--- config.mk ---
export PLATFORM = sky130hd
export DESIGN_NAME = uart_io_device
export DESIGN_NICKNAME = d
export VERILOG_FILES = /design/src/rtl/uart_io_device_pkg.sv /design/src/rtl/uart_io_device_sync_fifo.sv /design/src/rtl/uart_io_device.sv
export SDC_FILE = /design/constraint.sdc
export NUM_CORES = 1
export LEC_CHECK = 0
export ABC_AREA = 1
export CORE_MARGIN = 2
export CORE_UTILIZATION = 45
export DETAILED_ROUTE_END_ITERATION = 6
export PLACE_DENSITY = 0.71
export SLEW_MARGIN = 20
export SYNTH_ARGS = -nofsm -noshare
export SYNTH_HDL_FRONTEND = slang
export SYNTH_HIERARCHICAL = 1
export SYNTH_SLANG_ARGS = --single-unit
--- constraint.sdc ---
create_clock -name clk -period 6.52 [get_ports clk]
set_input_delay 0.652 -clock clk [delete_from_list [all_inputs] [get_ports clk]]
set_output_delay 0.652 -clock clk [all_outputs]
set_load 0.02 [all_outputs]
--- src/rtl/uart_io_device_pkg.sv ---
// ============================================================================
// Module  : uart_io_device_pkg
// Brief   : Register map, STATUS bit positions and FSM state types for the
//           memory-mapped UART.
// Revision: 1.0  initial release
// ============================================================================
`default_nettype none

package uart_io_device_pkg;

  localparam logic [31:0] c_status_ofs = 32'h0;
  localparam logic [31:0] c_rx_ofs     = 32'h4;
  localparam logic [31:0] c_tx_ofs     = 32'h8;

  localparam int c_bit_tx_ready  = 0;
  localparam int c_bit_rx_avail  = 1;
  localparam int c_bit_overrun   = 2;
  localparam int c_bit_frame_err = 3;

  typedef enum logic [1:0] {
    TX_IDLE  = 2'd0,
    TX_START = 2'd1,
    TX_DATA  = 2'd2,
    TX_STOP  = 2'd3
  } tx_state_t;

  typedef enum logic [1:0] {
    RX_IDLE  = 2'd0,
    RX_START = 2'd1,
    RX_DATA  = 2'd2,
    RX_STOP  = 2'd3
  } rx_state_t;

  function automatic logic [31:0] status_word(input logic tx_ready, input logic rx_avail,
                                              input logic overrun, input logic frame_err);
    logic [31:0] w;
    w = '0;
    w[c_bit_tx_ready]  = tx_ready;
    w[c_bit_rx_avail]  = rx_avail;
    w[c_bit_overrun]   = overrun;
    w[c_bit_frame_err] = frame_err;
    return w;
  endfunction

endpackage

`default_nettype wire

--- src/rtl/uart_io_device_sync_fifo.sv ---
// ============================================================================
// Module  : sync_fifo
// Brief   : Single-clock FIFO with wrap-bit pointers; a pop in the same cycle
//           frees a slot for a push into a full FIFO.
// Revision: 1.0  initial release
// ============================================================================
`default_nettype none

module sync_fifo #(
  parameter int WIDTH = 8,
  parameter int DEPTH = 8
) (
  input  logic             clk,
  input  logic             reset,
  input  logic             enqueue,
  input  logic             dequeue,
  input  logic [WIDTH-1:0] value_i,
  output logic [WIDTH-1:0] value_o,
  output logic             full,
  output logic             empty
);

  localparam int c_aw = $clog2(DEPTH);

  logic [c_aw:0]      r_wr_ptr;
  logic [c_aw:0]      r_rd_ptr;
  logic [WIDTH-1:0]   r_mem [DEPTH];
  logic               w_do_enq;
  logic               w_do_deq;

  assign empty    = (r_wr_ptr == r_rd_ptr);
  assign full     = (r_wr_ptr[c_aw] != r_rd_ptr[c_aw]) &&
                    (r_wr_ptr[c_aw-1:0] == r_rd_ptr[c_aw-1:0]);
  assign w_do_deq = dequeue && !empty;
  assign w_do_enq = enqueue && (!full || w_do_deq);
  assign value_o  = r_mem[r_rd_ptr[c_aw-1:0]];

  always_ff @(posedge clk) begin
    if (reset) begin
      r_wr_ptr <= '0;
      r_rd_ptr <= '0;
    end else begin
      if (w_do_enq) r_wr_ptr <= r_wr_ptr + (c_aw+1)'(1);
      if (w_do_deq) r_rd_ptr <= r_rd_ptr + (c_aw+1)'(1);
    end
  end

  always_ff @(posedge clk) begin
    if (w_do_enq) r_mem[r_wr_ptr[c_aw-1:0]] <= value_i;
  end

endmodule

`default_nettype wire

--- src/rtl/uart_io_device.sv ---
// ============================================================================
// Module  : uart_io_device
// Brief   : Memory-mapped 8N1 UART: STATUS / RX_DATA / TX_DATA registers,
//           transmit serializer and receive deserializer feeding a FIFO.
// Revision: 1.0  initial release
// ============================================================================
`default_nettype none

module uart_io_device
  import uart_io_device_pkg::*;
#(
  parameter logic [31:0] BASE_ADDRESS   = 32'h40,
  parameter int          CLOCKS_PER_BIT = 434,
  parameter int          RX_FIFO_DEPTH  = 8
) (
  input  logic        clk,
  input  logic        reset,
  input  logic        io_write_en,
  input  logic        io_read_en,
  input  logic [31:0] io_address,
  input  logic [31:0] io_write_data,
  output logic [31:0] io_read_data,
  output logic        uart_tx,
  input  logic        uart_rx
);

  localparam int              c_cw        = $clog2(CLOCKS_PER_BIT);
  localparam logic [c_cw-1:0] c_bit_last  = c_cw'(CLOCKS_PER_BIT - 1);
  localparam logic [c_cw-1:0] c_half_last = c_cw'(CLOCKS_PER_BIT / 2 - 1);

  // ---------------- register decode ----------------
  logic w_rd_status, w_rd_rx, w_rd_tx, w_wr_tx;
  logic w_unused_wdata;

  assign w_rd_status    = io_read_en  && (io_address == BASE_ADDRESS + c_status_ofs);
  assign w_rd_rx        = io_read_en  && (io_address == BASE_ADDRESS + c_rx_ofs);
  assign w_rd_tx        = io_read_en  && (io_address == BASE_ADDRESS + c_tx_ofs);
  assign w_wr_tx        = io_write_en && (io_address == BASE_ADDRESS + c_tx_ofs);
  assign w_unused_wdata = &{1'b0, io_write_data[31:8]};

  // ---------------- transmitter ----------------
  tx_state_t       r_tx_state, w_tx_state_nxt;
  logic [c_cw-1:0] r_tx_cnt, w_tx_cnt_nxt;
  logic [7:0]      r_tx_shift, w_tx_shift_nxt;
  logic [2:0]      r_tx_bit, w_tx_bit_nxt;
  logic            r_uart_tx, w_uart_tx_nxt;
  logic            w_tx_bit_done;

  assign w_tx_bit_done = (r_tx_cnt == c_bit_last);

  always_comb begin
    w_tx_state_nxt = r_tx_state;
    w_tx_cnt_nxt   = r_tx_cnt + c_cw'(1);
    w_tx_shift_nxt = r_tx_shift;
    w_tx_bit_nxt   = r_tx_bit;
    w_uart_tx_nxt  = r_uart_tx;
    case (r_tx_state)
      TX_IDLE: begin
        w_uart_tx_nxt = 1'b1;
        w_tx_cnt_nxt  = '0;
        if (w_wr_tx) begin
          w_tx_state_nxt = TX_START;
          w_tx_shift_nxt = io_write_data[7:0];
          w_uart_tx_nxt  = 1'b0;
        end
      end
      TX_START: if (w_tx_bit_done) begin
        w_tx_state_nxt = TX_DATA;
        w_tx_cnt_nxt   = '0;
        w_tx_bit_nxt   = 3'd0;
        w_uart_tx_nxt  = r_tx_shift[0];
      end
      TX_DATA: if (w_tx_bit_done) begin
        w_tx_cnt_nxt = '0;
        if (r_tx_bit == 3'd7) begin
          w_tx_state_nxt = TX_STOP;
          w_uart_tx_nxt  = 1'b1;
        end else begin
          w_tx_bit_nxt   = r_tx_bit + 3'd1;
          w_tx_shift_nxt = r_tx_shift >> 1;
          w_uart_tx_nxt  = r_tx_shift[1];
        end
      end
      TX_STOP: if (w_tx_bit_done) begin
        w_tx_state_nxt = TX_IDLE;
        w_tx_cnt_nxt   = '0;
      end
      default: w_tx_state_nxt = TX_IDLE;
    endcase
  end

  always_ff @(posedge clk) begin
    if (reset) begin
      r_tx_state <= TX_IDLE;
      r_tx_cnt   <= '0;
      r_tx_shift <= '0;
      r_tx_bit   <= '0;
      r_uart_tx  <= 1'b1;
    end else begin
      r_tx_state <= w_tx_state_nxt;
      r_tx_cnt   <= w_tx_cnt_nxt;
      r_tx_shift <= w_tx_shift_nxt;
      r_tx_bit   <= w_tx_bit_nxt;
      r_uart_tx  <= w_uart_tx_nxt;
    end
  end

  assign uart_tx = r_uart_tx;

  // ---------------- receiver ----------------
  rx_state_t       r_rx_state, w_rx_state_nxt;
  logic [c_cw-1:0] r_rx_cnt, w_rx_cnt_nxt;
  logic [7:0]      r_rx_shift, w_rx_shift_nxt;
  logic [2:0]      r_rx_bit, w_rx_bit_nxt;
  logic            r_rx_meta, r_rx_sync, r_rx_prev;
  logic            w_push, w_frame_set;

  // Samples land mid-bit: half a bit after the falling edge, then every full bit.
  always_comb begin
    w_rx_state_nxt = r_rx_state;
    w_rx_cnt_nxt   = r_rx_cnt + c_cw'(1);
    w_rx_shift_nxt = r_rx_shift;
    w_rx_bit_nxt   = r_rx_bit;
    w_push         = 1'b0;
    w_frame_set    = 1'b0;
    case (r_rx_state)
      RX_IDLE: begin
        w_rx_cnt_nxt = '0;
        if (r_rx_prev && !r_rx_sync) w_rx_state_nxt = RX_START;
      end
      RX_START: if (r_rx_cnt == c_half_last) begin
        w_rx_cnt_nxt   = '0;
        w_rx_bit_nxt   = 3'd0;
        w_rx_state_nxt = r_rx_sync ? RX_IDLE : RX_DATA;
      end
      RX_DATA: if (r_rx_cnt == c_bit_last) begin
        w_rx_cnt_nxt   = '0;
        w_rx_shift_nxt = {r_rx_sync, r_rx_shift[7:1]};
        w_rx_bit_nxt   = r_rx_bit + 3'd1;
        if (r_rx_bit == 3'd7) w_rx_state_nxt = RX_STOP;
      end
      RX_STOP: if (r_rx_cnt == c_bit_last) begin
        w_rx_cnt_nxt   = '0;
        w_rx_state_nxt = RX_IDLE;
        w_push         = r_rx_sync;
        w_frame_set    = !r_rx_sync;
      end
      default: w_rx_state_nxt = RX_IDLE;
    endcase
  end

  always_ff @(posedge clk) begin
    if (reset) begin
      r_rx_meta  <= 1'b1;
      r_rx_sync  <= 1'b1;
      r_rx_prev  <= 1'b1;
      r_rx_state <= RX_IDLE;
      r_rx_cnt   <= '0;
      r_rx_shift <= '0;
      r_rx_bit   <= '0;
    end else begin
      r_rx_meta  <= uart_rx;
      r_rx_sync  <= r_rx_meta;
      r_rx_prev  <= r_rx_sync;
      r_rx_state <= w_rx_state_nxt;
      r_rx_cnt   <= w_rx_cnt_nxt;
      r_rx_shift <= w_rx_shift_nxt;
      r_rx_bit   <= w_rx_bit_nxt;
    end
  end

  // ---------------- receive FIFO ----------------
  logic [7:0] w_fifo_dout;
  logic       w_fifo_full, w_fifo_empty, w_pop;

  assign w_pop = w_rd_rx && !w_fifo_empty;

  sync_fifo #(
    .WIDTH (8),
    .DEPTH (RX_FIFO_DEPTH)
  ) u_rx_fifo (
    .clk     (clk),
    .reset   (reset),
    .enqueue (w_push),
    .dequeue (w_pop),
    .value_i (w_rx_shift_nxt),
    .value_o (w_fifo_dout),
    .full    (w_fifo_full),
    .empty   (w_fifo_empty)
  );

  // ---------------- status and read data ----------------
  logic        r_overrun, r_frame_err;
  logic [31:0] r_read_data;
  logic        w_overrun_set;

  assign w_overrun_set = w_push && w_fifo_full && !w_pop;

  always_ff @(posedge clk) begin
    if (reset) begin
      r_overrun   <= 1'b0;
      r_frame_err <= 1'b0;
      r_read_data <= '0;
    end else begin
      r_overrun   <= (r_overrun   && !w_rd_status) || w_overrun_set;
      r_frame_err <= (r_frame_err && !w_rd_status) || w_frame_set;
      if (w_rd_status)
        r_read_data <= status_word(r_tx_state == TX_IDLE, !w_fifo_empty, r_overrun, r_frame_err);
      else if (w_rd_rx)
        r_read_data <= w_fifo_empty ? 32'h0 : {24'h0, w_fifo_dout};
      else if (w_rd_tx)
        r_read_data <= 32'h0;
    end
  end

  assign io_read_data = r_read_data;

endmodule

`default_nettype wire

==> results.rst <==
.. list-table::
   :header-rows: 1

   * - Metric
     - Value
   * - First-pass GRT wire length
     - 20.96 mm
   * - Place WS
     - 2.759 ns
   * - Net switching fraction of the power
     - 0.2025
   * - Final Critical Period
     - between 3 and 4 ns
   * - Max-slew violation count
     - 0
   * - Timing-limited maximum frequency
     - slightly above 0.3 GHz
   * - Cell with the largest stage delay on the worst path
     - sky130_fd_sc_hd__nor2_1
   * - Count of nets after finishing
     - between 900 and 1000
   * - Number of top-level pins
     - ~100
   * - Origin of the critical flop-to-flop path
     - u_rx_fifo/r_wr_ptr[1]
   * - Final antenna-violating net count
     - 0
   * - CTS clock-pin slew for the worst setup and hold paths
     - about 0.06 ns
   * - Most frequent cells in the layout
     - sky130_fd_sc_hd__nand2_1 (136), sky130_fd_sc_hd__nor2_1 (114), sky130_fd_sc_hd__inv_1 (101)
   * - H-tree level count
     - 4
   * - Antenna violations before repair
     - 0
   * - Data arrival time of the worst path
     - approximately 3.3 ns
   * - Static leakage
     - just over 0.003 uW
   * - Resized Gates After CTS
     - 0
   * - Critical path's largest stage delay
     - about 0.76 ns
   * - Post-route worst setup slack
     - 3.229 ns
   * - Wire length per cell
     - between 10 and 15 um
   * - Final number of hold-violating endpoints
     - 0
   * - CTS Sinks
     - 133
   * - Least-Margin Pin Slew
     - approximately 0.97 ns
   * - Switching component of the power
     - ~390 uW
   * - Critical path data required time
     - 6.56 ns
   * - Clock network fraction of design power
     - 0.506
   * - Max-cap violations
     - 0
   * - Top Family by Delay on Critical Path
     - simple AND/OR/NAND/NOR gates
   * - Total of hold buffers inserted after clock tree synthesis
     - 0
   * - Total grt overflow
     - 0
   * - Startpoint of the worst hold path
     - r_rx_meta
   * - Initial DRT Pass Iterations
     - 5
   * - Internal power component
     - about 1500 uW
   * - Relative contribution of combinational cells to total power
     - 0.041
   * - Rows
     - 43
   * - Proportion of register bits with asynchronous set or reset after synthesis
     - 0
   * - Clock network latency to the later pin of the worst-skew pair
     - ~0.42 ns
   * - Maximum number of pins on one net before global-route repair
     - 34
   * - Fraction of layout instances using a drive strength above 1
     - 0.08612
   * - Final cycle utilization of the critical path
     - 0.5048
   * - Share of total power in sequential cells
     - 0.452
   * - Number of DRC violations after detailed-routing iteration 0
     - a little over 300
   * - Via count of the first global-routing pass
     - approximately 4400
   * - Initial cell density of the core
     - 0.4657
   * - Gate Count Post-Synth
     - 766
   * - Hpwl dp
     - about 8.7 mm
   * - CP Launch Type
     - primary input
   * - Placer Congestion
     - between 0.7 and 0.8
   * - Buffers plus inverters on the worst setup path
     - 3
   * - Worst Setup End Kind
     - flip-flop
   * - Avg Inst Size Synth
     - 8.504 um^2
   * - Diodes inserted
     - 0
   * - Setup total negative slack
     - 0 ns
   * - Std-Cell Core Area
     - roughly 0.014 mm^2
   * - Maximum ir drop on the vdd rail
     - between 0.1 and 0.15 mV
   * - Crit Path Max Fanout
     - 10
   * - I/O Buffers
     - 53
   * - Worst min-delay path category
     - flip-flop to flip-flop
   * - Area of the die
     - about 0.015 mm^2
   * - Max transition margin
     - 0.3526
   * - WS Path Type
     - primary input to flip-flop
   * - CTS tree
     - yes
   * - Crit-path cells
     - clkdlybuf4s50_1 > inv_1 > nand2_1 > nor2_1 > nand2_1 > nor2_4 > nand3_1 > nor2_2 > inv_1 > nand4_4 > nand3_1 > nor2_1
   * - Status
     - finished, final reports clean
   * - DRC violations left
     - 0
   * - Die width
     - about 120 um
   * - Count of buffers added by post-CTS timing repair for setup
     - 0
   * - Cell total after placement
     - between 900 and 1000
   * - Clk_skew
     - about 0.0062 ns
   * - Non-filler cells, final
     - between 1000 and 1500
   * - Portion of the post-synthesis area used by sequential elements
     - 0.5071
   * - Combined area of all synthesized cells
     - 0.006514 mm^2
   * - Total detailed-routing wirelength
     - about 13 mm
   * - Number of synthesized register bits
     - between 100 and 150
   * - Setup violators final
     - 0
   * - Cell chosen for the clock root
     - sky130_fd_sc_hd__clkbuf_16
   * - Tot GR Track Use
     - 0.1692
   * - Power per unit of standard cell area
     - between 200 and 300 mW/mm^2
   * - Yosys warns
     - 6
   * - Most common library cell in the layout ignoring fill and taps
     - sky130_fd_sc_hd__nand2_1
   * - Launching element of the worst setup path
     - io_address[20]
   * - Chip Height
     - 124.3 um
   * - Number of enable-type register cells in the synthesized netlist
     - 64
   * - Largest buffer count on any clock path
     - 2
   * - RSZ-0062 raised after global routing
     - no
   * - DR vias
     - 4969
   * - Synthesis-to-finish area growth
     - 18.61%
   * - TritonCTS buffer count
     - 17
   * - Via density per instance
     - 4.891
   * - Main flop type after synthesis
     - sky130_fd_sc_hd__dfxtp_1
   * - Synth cell types
     - 45
-- layer usage --
metal	track usage	vias up	routed length (um)
met4	0.07072	0	290
met1	0.2066	2224	5740
met2	0.2822	147	6046
met5	0	-	0
met3	0.04639	24	745
li1	-	2574	-
-- power groups by stage --
stage	Sequential (uW)	Clock (uW)	Combinational, uW
5_1_grt	875	1030	89.8
6_report	875	979	79.9
2_1_floorplan	892	0	56.3
3_5_place_dp	893	0	80.2
3_3_place_gp	893	0	79.6
4_1_cts	875	994	80.5
-- state kept, by name, indices dropped and copies added, names as in the netlist, named ones only --
name,cells
r_rx_prev,1
r_rx_state,1
r_rx_sync,1
r_tx_cnt,9
u_rx_fifo/r_mem,64
io_read_data,8
r_tx_shift,8
r_frame_err,1
r_tx_state,2
r_rx_cnt,9
uart_tx,1
u_rx_fifo/r_wr_ptr,4
r_overrun,1
r_tx_bit,3
u_rx_fifo/r_rd_ptr,4
r_rx_meta,1
r_rx_shift,8
r_rx_bit,3
-- path summary, 6_finish.rpt --
| check | cells past startpoint | slack [ns] | endpoint |
|---|---|---|---|
| worst max-delay path | 12 | 3.23 | u_rx_fifo/r_mem[4][4] |
| worst min-delay path | 1 | 0.41 | r_rx_sync |
| worst min register to register | 1 | 0.41 | r_rx_sync |
| worst max register to register | 10 | 3.58 | u_rx_fifo/r_mem[4][4] |
-- Yosys cell counts, types with 3 or more instances --
cell                       instances  area [um^2]
sky130_fd_sc_hd__or2_2             3        18.77
sky130_fd_sc_hd__nor2_1          114        427.9
sky130_fd_sc_hd__inv_1           101        379.1
sky130_fd_sc_hd__a211oi_1          4        30.03
sky130_fd_sc_hd__xor2_1            6        52.55
sky130_fd_sc_hd__mux2i_1           6        60.06
sky130_fd_sc_hd__nand4_1          14        87.58
sky130_fd_sc_hd__ha_1             15        187.7
sky130_fd_sc_hd__dfxtp_1          69         1381
sky130_fd_sc_hd__nand2_1         136        510.5
sky130_fd_sc_hd__a21oi_1          44        220.2
sky130_fd_sc_hd__buf_4            24        180.2
sky130_fd_sc_hd__nor2_2            3        18.77
sky130_fd_sc_hd__a211oi_2          7        87.58
sky130_fd_sc_hd__o21ai_0          38        190.2
sky130_fd_sc_hd__nand3_1          42        210.2
sky130_fd_sc_hd__nor3_1            5        25.02
sky130_fd_sc_hd__xnor2_1           5        43.79
sky130_fd_sc_hd__clkbuf_1          5        18.77
sky130_fd_sc_hd__a31oi_1          11        68.82
sky130_fd_sc_hd__buf_2             8        40.04
sky130_fd_sc_hd__nand2_2           7        43.79
sky130_fd_sc_hd__edfxtp_1         64         1922
sky130_fd_sc_hd__inv_2             6        22.52
-- metrics by stage --
step	utilization	cell area [um^2]	hold WS [ns]	power [uW]
2_1_floorplan	-	6600	0.3895	948.2
3_3_place_gp	0.5085	7113	0.4020	972.2
3_5_place_dp	0.5085	7113	0.4072	972.9
4_1_cts	0.5523	7726	0.4153	1950
5_1_grt	0.5523	7726	0.4412	1999
6_report	0.5523	7726	0.4090	1934
-- cells by family (layout without fill, tap and decap cells) --
kind of cell / count (synthesis) / after routing / synth area share
buffers and inverters: 149 / 196 / 0.1030
muxes: 6 / 6 / 0.009220
and+or+nand+nor: 337 / 337 / 0.2317
other: 1 / 24 / 0.0005757
AOI/OAI and AO/OA: 113 / 113 / 0.1024
xor gates and xnor gates: 12 / 12 / 0.01729
DFF: 133 / 133 / 0.5071
adders and majority gates: 15 / 15 / 0.02881
-- worst reg2reg max path, delay by kind of cell, from the launching register on --
family	cells	cell delay [ns]
buffers and inverters	2	0.25
DFF	1	0.44
and+or+nand+nor	8	1.87
-- final cells by class --
cell class,instances,area (um^2)
clock buffer,18,429.2
sequential,133,3303
timing repair buffer,55,545.5
tap,180,225.2
multi-input combinational,507,2626
inverter,109,412.9
clock inverter,14,183.9
fill,1252,6262
Note: power is estimated with default switching activity, not from simulation.
